<file path="src/rtl/freq_seq_pkg.sv">
// Shared definitions for the frequency-step sequencer.
//   CNT_W_DEF / DUR_W_DEF / DEPTH_DEF : default widths and table depth
//   F_CLK_HZ                          : system clock frequency the block runs from
//   seq_state_t                       : sequencer FSM state encoding
package freq_seq_pkg;

  localparam int unsigned CNT_W_DEF = 26;
  localparam int unsigned DUR_W_DEF = 16;
  localparam int unsigned DEPTH_DEF = 8;
  localparam int unsigned F_CLK_HZ  = 60_000_000;

  typedef enum logic [1:0] {
    IDLE,
    RUN,
    STOPPING
  } seq_state_t;

endpackage

</file>
<file path="src/rtl/freq_div_core.sv">
// Half-period counter and registered output toggle.
//   clk, rst_n : system clock, async active-low reset
//   en         : count while high; when low the counter and output are held at 0
//   load       : clear count and output (start of a new entry or return to idle)
//   div        : half-period length minus 1, in clk cycles
//   clk_out    : divided clock, registered
//   rise, fall : strobes, high in the cycle whose closing edge toggles clk_out up / down
module freq_div_core #(
  parameter int unsigned CNT_W = 26
) (
  input  logic             clk,
  input  logic             rst_n,
  input  logic             en,
  input  logic             load,
  input  logic [CNT_W-1:0] div,
  output logic             clk_out,
  output logic             rise,
  output logic             fall
);

  logic [CNT_W-1:0] count_q, count_d;
  logic             out_q, out_d;
  logic             tick;

  always_comb begin
    tick    = en && (count_q == div);
    rise    = tick && !out_q;
    fall    = tick && out_q;
    count_d = count_q;
    out_d   = out_q;
    if (load || !en) begin
      count_d = '0;
      out_d   = 1'b0;
    end else if (tick) begin
      count_d = '0;
      out_d   = ~out_q;
    end else begin
      count_d = count_q + CNT_W'(1);
    end
  end

  always_ff @(posedge clk or negedge rst_n) begin
    if (!rst_n) begin
      count_q <= '0;
      out_q   <= 1'b0;
    end else begin
      count_q <= count_d;
      out_q   <= out_d;
    end
  end

  assign clk_out = out_q;

endmodule

</file>
<file path="src/rtl/freq_step_sequencer.sv">
// Steps the divided output clock through a table of {divisor, duration} entries.
// Each entry runs for a whole number of output periods; handover to the next entry
// (or to idle) only happens on a falling output edge, so no runt pulses appear.
//   clk, rst_n          : 60 MHz system clock, async active-low reset
//   cfg_we/addr/div/dur : table write port (accepted every cycle)
//   seq_last, loop_en   : last entry index and wrap enable, sampled at each entry end
//   start, stop         : single-cycle pulses to start from entry 0 / request clean abort
//   clk_out             : divided output clock
//   busy                : high while running or stopping
//   cur_idx             : index of the running entry
//   step_pulse          : one cycle per entry advance (including wrap)
//   done                : one cycle on natural end of a non-looping sequence
module freq_step_sequencer
  import freq_seq_pkg::*;
#(
  parameter int unsigned CNT_W = CNT_W_DEF,
  parameter int unsigned DUR_W = DUR_W_DEF,
  parameter int unsigned DEPTH = DEPTH_DEF,
  localparam int unsigned AW   = (DEPTH > 1) ? $clog2(DEPTH) : 1
) (
  input  logic             clk,
  input  logic             rst_n,
  input  logic             cfg_we,
  input  logic [AW-1:0]    cfg_addr,
  input  logic [CNT_W-1:0] cfg_div,
  input  logic [DUR_W-1:0] cfg_dur,
  input  logic [AW-1:0]    seq_last,
  input  logic             loop_en,
  input  logic             start,
  input  logic             stop,
  output logic             clk_out,
  output logic             busy,
  output logic [AW-1:0]    cur_idx,
  output logic             step_pulse,
  output logic             done
);

  logic [CNT_W-1:0] div_tab [DEPTH];
  logic [DUR_W-1:0] dur_tab [DEPTH];

  seq_state_t       state_q, state_d;
  logic [AW-1:0]    cur_idx_q, cur_idx_d;
  logic [DUR_W-1:0] per_cnt_q, per_cnt_d;
  logic [CNT_W-1:0] div_r;
  logic [DUR_W-1:0] dur_r;
  logic             step_q, step_d;
  logic             done_q, done_d;

  logic             load, tab_ld, start_ok;
  logic             rise, fall;
  logic             last_per, at_last;

  // Table has no reset; a write to the running entry only shows up on its next load.
  always_ff @(posedge clk) begin
    if (cfg_we) begin
      div_tab[cfg_addr] <= cfg_div;
      dur_tab[cfg_addr] <= cfg_dur;
    end
  end

  assign start_ok = start && !stop;
  // dur 0 behaves as dur 1.
  assign last_per = (dur_r == '0) ? (per_cnt_q == '0) : (per_cnt_q == dur_r - DUR_W'(1));
  // DEPTH-1 also counts as last so a seq_last lowered below cur_idx still terminates.
  assign at_last  = (cur_idx_q == seq_last) || (cur_idx_q == AW'(DEPTH - 1));

  // State register
  always_ff @(posedge clk or negedge rst_n) begin
    if (!rst_n) state_q <= IDLE;
    else        state_q <= state_d;
  end

  // Next-state logic
  always_comb begin
    state_d = state_q;
    unique case (state_q)
      IDLE: begin
        if (start_ok) state_d = RUN;
      end
      RUN: begin
        // A stop landing on the falling edge itself already completes the high phase.
        if (stop) begin
          state_d = (!clk_out || fall) ? IDLE : STOPPING;
        end else if (fall && last_per && at_last && !loop_en) begin
          state_d = IDLE;
        end
      end
      STOPPING: begin
        if (fall) state_d = IDLE;
      end
      default: state_d = IDLE;
    endcase
  end

  // Output / datapath control; stop takes precedence over an entry end on the same edge.
  always_comb begin
    load      = 1'b0;
    cur_idx_d = cur_idx_q;
    per_cnt_d = per_cnt_q;
    step_d    = 1'b0;
    done_d    = 1'b0;
    unique case (state_q)
      IDLE: begin
        if (start_ok) begin
          load      = 1'b1;
          cur_idx_d = '0;
          per_cnt_d = '0;
        end
      end
      RUN: begin
        if (stop) begin
          load = (state_d == IDLE);
        end else if (fall) begin
          if (last_per) begin
            load      = 1'b1;
            per_cnt_d = '0;
            if (!at_last) begin
              cur_idx_d = cur_idx_q + AW'(1);
              step_d    = 1'b1;
            end else if (loop_en) begin
              cur_idx_d = '0;
              step_d    = 1'b1;
            end else begin
              done_d = 1'b1;
            end
          end else begin
            per_cnt_d = per_cnt_q + DUR_W'(1);
          end
        end
      end
      STOPPING: begin
        load = fall;
      end
      default: ;
    endcase
  end

  // Only loads that keep the sequencer running fetch a new table entry.
  assign tab_ld = load && (state_d == RUN);

  always_ff @(posedge clk or negedge rst_n) begin
    if (!rst_n) begin
      cur_idx_q <= '0;
      per_cnt_q <= '0;
      div_r     <= '0;
      dur_r     <= '0;
      step_q    <= 1'b0;
      done_q    <= 1'b0;
    end else begin
      cur_idx_q <= cur_idx_d;
      per_cnt_q <= per_cnt_d;
      step_q    <= step_d;
      done_q    <= done_d;
      if (tab_ld) begin
        div_r <= div_tab[cur_idx_d];
        dur_r <= dur_tab[cur_idx_d];
      end
    end
  end

  freq_div_core #(
    .CNT_W (CNT_W)
  ) u_div (
    .clk     (clk),
    .rst_n   (rst_n),
    .en      (state_q != IDLE),
    .load    (load),
    .div     (div_r),
    .clk_out (clk_out),
    .rise    (rise),
    .fall    (fall)
  );

  assign busy       = (state_q != IDLE);
  assign cur_idx    = cur_idx_q;
  assign step_pulse = step_q;
  assign done       = done_q;

  // The divider only produces edges while the sequencer is active.
  a_rise_busy: assert property (@(posedge clk) disable iff (!rst_n) rise |-> busy);

endmodule

</file>
<file path="config.mk">
export PLATFORM = sky130hd
export DESIGN_NAME = freq_step_sequencer
export DESIGN_NICKNAME = d
export VERILOG_FILES = /design/src/rtl/freq_seq_pkg.sv /design/src/rtl/freq_div_core.sv /design/src/rtl/freq_step_sequencer.sv
export SDC_FILE = /design/constraint.sdc
export NUM_CORES = 1
export LEC_CHECK = 0
export CAP_MARGIN = 10
export CORE_MARGIN = 2
export CORE_UTILIZATION = 46
export DETAILED_ROUTE_END_ITERATION = 7
export HOLD_SLACK_MARGIN = 0.12
export PLACE_DENSITY = 0.73
export SLEW_MARGIN = 20
export SYNTH_ARGS = -nofsm -noshare
export SYNTH_HDL_FRONTEND = slang
export SYNTH_HIERARCHICAL = 1
export SYNTH_SLANG_ARGS = --single-unit
</file>
<file path="constraint.sdc">
create_clock -name clk -period 8.12 [get_ports clk]
set_input_delay 1.624 -clock clk [delete_from_list [all_inputs] [get_ports clk]]
set_output_delay 1.624 -clock clk [all_outputs]
set_load 0.005 [all_outputs]
</file>
# [Word-level counts from Yosys, hierarchy flattened]
# Memories as Yosys holds them, arrays and structs flattened. A register that Yosys moved wholly into a read port is not among the register bits.
# Index checks and enable logic that the tools add are counted.
[word_totals] inputBits=54 mem_count=2 ramBits=336 output_inout_bits=7 regBits=50 elab_cells=90
[classes] bitwise=1 n_addsub=4 n_reduce_logical=24 n_mux=42 n_eq_ne=10
[mem_list] name="div_tab" depth=8 width=26 read_ports=1 rd_clocked_by_memory_dff=1 write_ports=1 line_no="freq_step_sequencer.sv:38" text="logic [CNT_W-1:0] div_tab [DEPTH];"
[mem_list] name="dur_tab" depth=8 width=16 read_ports=1 rd_clocked_by_memory_dff=1 write_ports=1 line_no="freq_step_sequencer.sv:39" text="logic [DUR_W-1:0] dur_tab [DEPTH];"
[ops] op="$mux W16" n=4
[ops] op="$mux W26" n=2
[ops] op="$logic_not A16 Y1" n=2
[ops] op="$pmux W16 S2" n=1
[ops] op="$add A26 B1 Y26 const B" n=1
[ops] op="$eq A26 B26 Y1" n=1
[ops] op="$mux W1" n=21
[ops] op="$mux W3" n=6
[ops] op="$add A16 B1 Y16 const B" n=1
[ops] op="$eq A16 B16 Y1" n=1
[ops] op="$sub A16 B1 Y16 const B" n=1
[ops] op="$mux W2" n=5
[ops] op="$logic_and A1 B1 Y1" n=7
[ops] op="$logic_not A1 Y1" n=6
[ops] op="$ne A2 B2 Y1 const B" n=3
[ops] op="$pmux W2 S3" n=1
[ops] op="$pmux W3 S2" n=1
[ops] op="$reduce_bool A2 Y1" n=3
[ops] op="$eq A2 B1 Y1 const B" n=2
[ops] op="$logic_not A2 Y1" n=2
[ops] op="$reduce_and A4 Y1" n=1
[ops] op="$add A3 B1 Y3 const B" n=1
[ops] op="$eq A3 B3 Y1" n=1
[ops] op="$eq A3 B3 Y1 const B" n=1
[ops] op="4 further kinds" n=6

# [Depth between registers and ports, before layout]
[logic_depth] word_depth=14 depth_mapped=16 mapped_depth_nobuf=14

# [Modules after synthesis]
# Netlist, hierarchy kept.
[modules_own_cells] mod="freq_step_sequencer" instances=1 area_each_um2=16749.8 seq_area_each_um2=11716.2 cells_per_inst=1140
[modules_own_cells] mod="freq_div_core" instances=1 area_each_um2=1646.6 seq_area_each_um2=675.6 cells_per_inst=174

# [Least setup slack after synthesis]
# Ideal clock, no wire load.
[synth_timing] kind="in2reg" startpoint="in cfg_addr[1]" endpoint="mem div_tab[0][0] (enable)" required_ns=7.626 path_slack_ns=2.947 stages=2 n_path_buf=0 arrival_time_ns=4.679 cell_sequence="nand2b_1 > nor3_1"
[synth_rtl] item="from (decl)" line_no="freq_step_sequencer.sv:24" text="input logic [AW-1:0] cfg_addr,"
[synth_rtl] item="to (decl)" line_no="freq_step_sequencer.sv:38"
# No word-level cell before the write port.

# [Final worst setup path]
[layout_timing] startpoint="reg dur_r[7], read port of dur_tab" endpoint="reg div_r[13], read port of div_tab"
[layout_between] elab_chain_cells=13 word_cells_on_any_way=21 cone_classes="add/sub: 1; eq/ne: 2; mux: 12; reduce/logical: 6"
[layout_lines] item="from (decl)" line_no="freq_step_sequencer.sv:45" text="logic [DUR_W-1:0] dur_r;"
[layout_lines] item="$sub A16 B1 Y16" line_no="freq_step_sequencer.sv:63" text="assign last_per = (dur_r == '0) ? (per_cnt_q == '0) : (per_cnt_q == dur_r - DUR_W'(1));"
[layout_lines] item="$eq A16 B16 Y1" line_no="freq_step_sequencer.sv:63"
[layout_lines] item="$mux W1 *" line_no="freq_step_sequencer.sv:63"
[layout_lines] item="$logic_and A1 B1 Y1 (3 in a row)" line_no="freq_step_sequencer.sv:84" text="end else if (fall && last_per && at_last && !loop_en) begin"
[layout_lines] item="$mux W2" line_no="freq_step_sequencer.sv:84"
[layout_lines] item="$mux W2" line_no="freq_step_sequencer.sv:82" text="if (stop) begin"
[layout_lines] item="$pmux W2 S3" line_no="freq_step_sequencer.sv:76" text="unique case (state_q)"
[layout_lines] item="$logic_not A2 Y1" line_no="freq_step_sequencer.sv:112" text="load = (state_d == IDLE);"
[layout_lines] item="$mux W1" line_no="freq_step_sequencer.sv:111" text="if (stop) begin"
[layout_lines] item="$pmux W1 S3" line_no="freq_step_sequencer.sv:102" text="unique case (state_q)"
[layout_lines] item="$logic_and A1 B1 Y1" line_no="freq_step_sequencer.sv:139" text="assign tab_ld = load && (state_d == RUN);"
[layout_lines] item="to (decl)" line_no="freq_step_sequencer.sv:44" text="logic [CNT_W-1:0] div_r;"
# Every way passes the cells marked *; elsewhere a longest branch is shown, timed or not.
# A chain may end at the register's enable or synchronous reset.

==> impl_metrics.csv <==
group,metric,value,unit
run_status,run_status,"finished, final reports clean",
yosys,ys_async_sr_fraction,21.5,%
worst_setup_path,crit_fanout,48,
placed_design,post_dp_cell_area,0.0195,mm²
grt,remaining_overflow_grt,0,
clocking,cts.reportedPaths.clkPinSlew,0.06,ns
floorplan,initial_utilization,46.4,%
pwr,power-per-cell-area,227,mW/mm²
timing,fin_setup_tns,0,ns
timing,max_slew_margin,35.0,%
detailed_routing,drtIter0Drc,1031,
yosys,seq_area_frac_synth,67.4,%
clocking,ctsHoldBuffers,0,
clocking,ctsHtreeMaxLevel,2,
clocking,clock_buffer_count_from_cts,44,
yosys,ys_seq_elements,428,
yosys,synth_warnings,6,
yosys,synth-main-ff-cell,"edfxtp_1",
clocking,clk_latency,0.58,ns
clocking,cts_setup_buffers,0,
cells_and_area,nets,1415,
pwr,p_leak,7.71,nW
grt,grt_max_degree,128,
timing,finalClockSkew,0.0143,ns
cells_and_area,layout_common_cells,"edfxtp_1, nand3_1, dfrtp_1",
detailed_routing,detail_route.wirelength,40.5,mm
yosys,synth.avg_cell_area,14.0,µm²
worst_setup_path,cp_data_required_time,8.56,ns
floorplan,top_level_ports,61,
clocking,post_cts_resize_count,0,
floorplan,dieArea,0.0416,mm²
floorplan,die-height,204,µm
clocking,cts_tree,"done",
worst_setup_path,critPathCaptureType,"flop",
timing,timing_hold_violations_final,0,
floorplan,design.core.area,0.0396,mm²
cells_and_area,layout.cells.most_common,"edfxtp_1",
yosys,synth_edf_count,336,
cells_and_area,layout-drive-gt1-share,11.2,%
grt,global_route_wire_length_before_repair,64.1,mm
placed_design,preCtsSetupSlack,2.52,ns
worst_setup_path,critical_setup_path_class,"flop to flop",
timing,worst_pin_slew,0.975,ns
detailed_routing,antenna_violating_nets_post_route,0,
timing,fmax,191,MHz
yosys,syn-num-nets,1374,
pwr,vdd_ir_drop_max,0.000197,V
timing,rsz0062_at_grt,"false",
yosys,synth.cell_area,0.0184,mm²
yosys,netlist_instances,1314,
timing,minimum_period_implied_by_the_final_worst_setup_slack,5.22,ns
worst_setup_path,crit_path_start_kind,"flop",
timing,layout_setup_ws,2.90,ns
timing,final_setup_violation_count,0,
placed_design,place.port_buffers,60,
clocking,cts_buffer_depth,3,
floorplan,core.rowCount,73,
cells_and_area,syn2layout_area_growth,13.4,%
placed_design,hpwl,22.7,mm
detailed_routing,detailedRoute.firstPassIterationCount,5,
clocking,cts-root-buf,"clkbuf_16",
worst_setup_path,crit_arrival,5.66,ns
yosys,synth_cell_type_count,68,
clocking,clock_sink_count,428,
grt,grt_antenna_before_repair,1,
detailed_routing,dr_total_vias,11330,
timing,slew_violations,0,
detailed_routing,avgViaCountPerCell,5.91,
placed_design,globalplace.congestion,0.847,
run,maxCapViolCount,0,
detailed_routing,drc,0,
hold_path,hold_class,"flop to flop",
floorplan,dieWidth,204,µm
detailed_routing,routedWlPerCell,21.1,µm
grt,global_route.usage.total,19.9,%
cells_and_area,final_design_area_no_fill,0.0209,mm²
timing,final_cycle_utilization_of_the_critical_path,64.3,%
grt,first_global_vias,11327,
worst max-delay path, stage by stage, from the launching register on:
cell	delay, ns
dfrtp_1	0.48
or4_4	0.60
or4_1	0.55
mux2_1	0.33
a22o_1	0.25
o41ai_4	0.65
a21boi_4	0.10
buf_4	0.34
a22oi_2	0.60
buf_4	0.60
nand3_1	0.17
a32oi_1	0.25
o21ai_1	0.11
routing by layer:
layer	part of all wire (%)	wire (µm)	GRT usage, %
met1	44	17800	27.1
met2	47	19000	31.8
met3	5.8	2350	3.28
met4	3.3	1320	8.59
met5	0	0	0
power by group:
part           internal (mW)  switching, mW
registers               2.47         0.0794
clock network           1.08          0.820
logic                  0.124          0.171
total                   3.67           1.07
cells in the mapped netlist (41+ instances only):
| cell type | instances | share of area (%) |
|---|---|---|
| nor2_1 | 62 | 1.3 |
| mux2i_1 | 85 | 4.6 |
| clkbuf_1 | 49 | 1.0 |
| mux2_2 | 42 | 2.6 |
| a211o_1 | 42 | 2.0 |
| nand3_1 | 116 | 3.2 |
| edfxtp_1 | 336 | 55 |
| nand2_1 | 44 | 0.90 |
| dfrtp_1 | 92 | 13 |
| a21boi_0 | 41 | 1.7 |
| xnor2_1 | 45 | 2.1 |
| o21ai_0 | 66 | 1.8 |
path summary, 6_finish.rpt:
| check | slack (ns) | endpoint | depth (start not counted) | start |
|---|---|---|---|---|
| worst max-delay path | 2.90 | div_r[13] | 12 | dur_r[7] |
| worst min-delay path | 0.53 | div_r[18] | 2 | div_r[18] |
| worst max register to register | 2.90 | div_r[13] | 12 | dur_r[7] |
| worst min register to register | 0.53 | div_r[18] | 2 | div_r[18] |
| max in group asynchronous | 5.92 | div_r[24] | 2 | rst_n |
| min in group asynchronous | 1.05 | per_cnt_q[11] | 1 | rst_n |
kinds of logic after synthesis:
group	after synthesis	synth area share (%)
muxes	128	7.26
and+or+nand+nor	318	8.78
DFF	428	67.4
AOI/OAI and AO/OA	264	10.2
buffers and inverters	96	2.50
xor gates and xnor gates	74	3.52
adders and majority gates	6	0.408
through the flow:
step,std cells,hold slack [ns],power (mW),util (%)
after global placement,1834,0.511,2.87,49.2
after floorplan,1314,0.480,2.74,-
after detailed placement,1834,0.522,2.88,49.2
after CTS,1915,0.534,4.77,52.6
after global routing,1916,0.567,4.90,52.6
final,1916,0.532,4.74,52.6
sequential cells by signal, summed over array words and instances (netlist names):
register and cells:
per_cnt_q 16, dur_tab 128, div_tab 208, cur_idx 3
u_div/clk_out 1, div_r 26, step_pulse 1, done 1
dur_r 16, u_div/count_q 26, state_q 2
area by class of cell:
type | count | area (µm²)
inverters | 11 | 41.3
clock buffers | 61 | 1210
multi-input cells | 790 | 5650
fillers | 3282 | 18800
clock inverters | 20 | 145
diodes | 1 | 2.50
repair buffers | 80 | 761
flip-flops and latches | 428 | 12400
well taps | 525 | 657
(Power assumes the default switching activity.)
==> edit: new RTL, same flow settings <==
Encoding of `seq_state_t`: now one-hot (3 bits for 3 states).
--- a/src/rtl/freq_seq_pkg.sv
+++ b/src/rtl/freq_seq_pkg.sv
@@ -10,8 +10,8 @@
   localparam int unsigned F_CLK_HZ  = 60_000_000;
 
-  typedef enum logic [1:0] {
-    IDLE,
-    RUN,
-    STOPPING
+  typedef enum logic [2:0] {
+    IDLE     = 3'b001,
+    RUN      = 3'b010,
+    STOPPING = 3'b100
   } seq_state_t;
 
Formal check against the unedited RTL: no difference found for any inputs over 4 cycles, from zero or initial values and one cycle with rst_n low; so few cycles prove little.
==> edit against the unedited design <==
Count of clock-buffer cells in the layout down 4; routed wire length is 10% higher; utilization increased by 0.67 points; sequential power is essentially flat; non-clock buffer count up 4; cell area is 1.5% higher; highest routed layer unchanged; total power is 6.1% higher; critical path type unchanged; sequential cell count is 1 higher; final cell count is 1.0% higher; area after synthesis grew 0.44%; setup slack better by 260 ps.
==> edit: results (changes against the unedited design) <==
worstPathArrival_ps: 5410  # -250 ps
power.switching_uw: 1100  # +2.9%
yosysSeqAreaShare_pct: 67.2  # -0.15 points
multi_input_area_sq_mm: 0.00566  # +0.24%
grtUsageMet1_pct: 29.4  # +2.3 points
dp.cells: 1851  # +0.93%
use_met3_pct: 3.30  # +0.016 points
cts_buffers: 45  # +2.3%
dr_wl_met3_microns: 3310  # +41%
post-route-util_pct: 53.3  # +0.67 points
clkbuf_count: 57  # -6.6%
viasPerCell: 6.30  # +6.5%
skew_ps: 11.3  # -3.07 ps
wl_met2_microns: 21200  # +11%
static-leakage-power_uw: 0.00727  # -5.7%
critPathTopFamily: "simple AND/OR/NAND/NOR gates"
combPwrFrac_pct: 6.0  # -0.2 points
fillers: 3199  # -2.5%
met2_usage_pct: 34.2  # +2.5 points
startpoint: "u_div/count_q[18]$_DFF_PN0_"
yosys-top-cells-count: "edfxtp_1, o21ai_0, dfrtp_1"
placed_area_sq_mm: 0.0196  # +0.35%
die_area_sq_mm: 0.0418  # +0.43%
sh_seq_area_pct: 58.6  # -0.75 points
buf_share_pct: 3.77  # +0.12 points
clock_sinks: 429  # +0.23%
layout.non_clock_inverters: 15  # +4
drive_gt1_share_pct: 9.15  # -2.1 points
multi_input_cells: 799  # +1.1%
cpPeakStageDelay_ps: 740  # +90 ps
cts_resized: 0  # unchanged
status: "finished, final reports clean"
nonClockBufferCount: 84  # +5.0%
wl_per_cell_microns: 23.1  # +9.2%
clk_share_pct: 7.46  # +0.94 points
grt_pass1_vias: 12106  # +6.9%
clkPwrFrac_pct: 43.2  # +3.1 points
critPathMaxFanout: 85  # +77%
grt_max_degree: 87  # -32%
grt_pass1_wl_microns: 69000  # +7.8%
ys_types: 62  # -8.8%
gp_congestion: 0.868  # +2.4%
gr-usage-all-layers_pct: 21.4  # +1.5 points
wl_met1_microns: 18900  # +6.1%
async_flop_share_pct: 21.7  # +0.18 points
dp_hpwl_microns: 23500  # +3.4%
cp_slowest_cell: "buf_4"
slew_headroom_pct: 27.3  # -7.7 points
finalNetCount: 1434  # +1.3%
wirelength_microns: 44700  # +10%
ir_drop_mv: 0.136  # -31%
yosysWarnings: 6  # unchanged
edit: path summary, 6_finish.rpt:
| check | depth (start not counted) | slack [ps] | endpoint |
|---|---|---|---|
| max | 13 | 3160 | dur_r[13]$_DFFE_PN0P_ |
| max in group asynchronous | 2 | 5780 | div_r[2]$_DFFE_PN0P_ |
| min reg2reg | 1 | 530 | div_r[23]$_DFFE_PN0P_ |
| min | 1 | 530 | div_r[23]$_DFFE_PN0P_ |
| max reg2reg | 13 | 3160 | dur_r[13]$_DFFE_PN0P_ |
| min in group asynchronous | 1 | 990 | per_cnt_q[2]$_DFFE_PN0P_ |
edit: cells by family (layout without fill, tap and decap cells):
group,Yosys count,in the layout,share of synthesized area (%)
AOI/OAI and AO/OA,402,402,15.7
xor gates and xnor gates,71,71,3.37
adders and majority gates,6,6,0.406
buffers and inverters,115,182,2.92
DFF,429,429,67.2
muxes,43,43,2.34
other,0,1,0
and+or+nand+nor,277,277,8.09
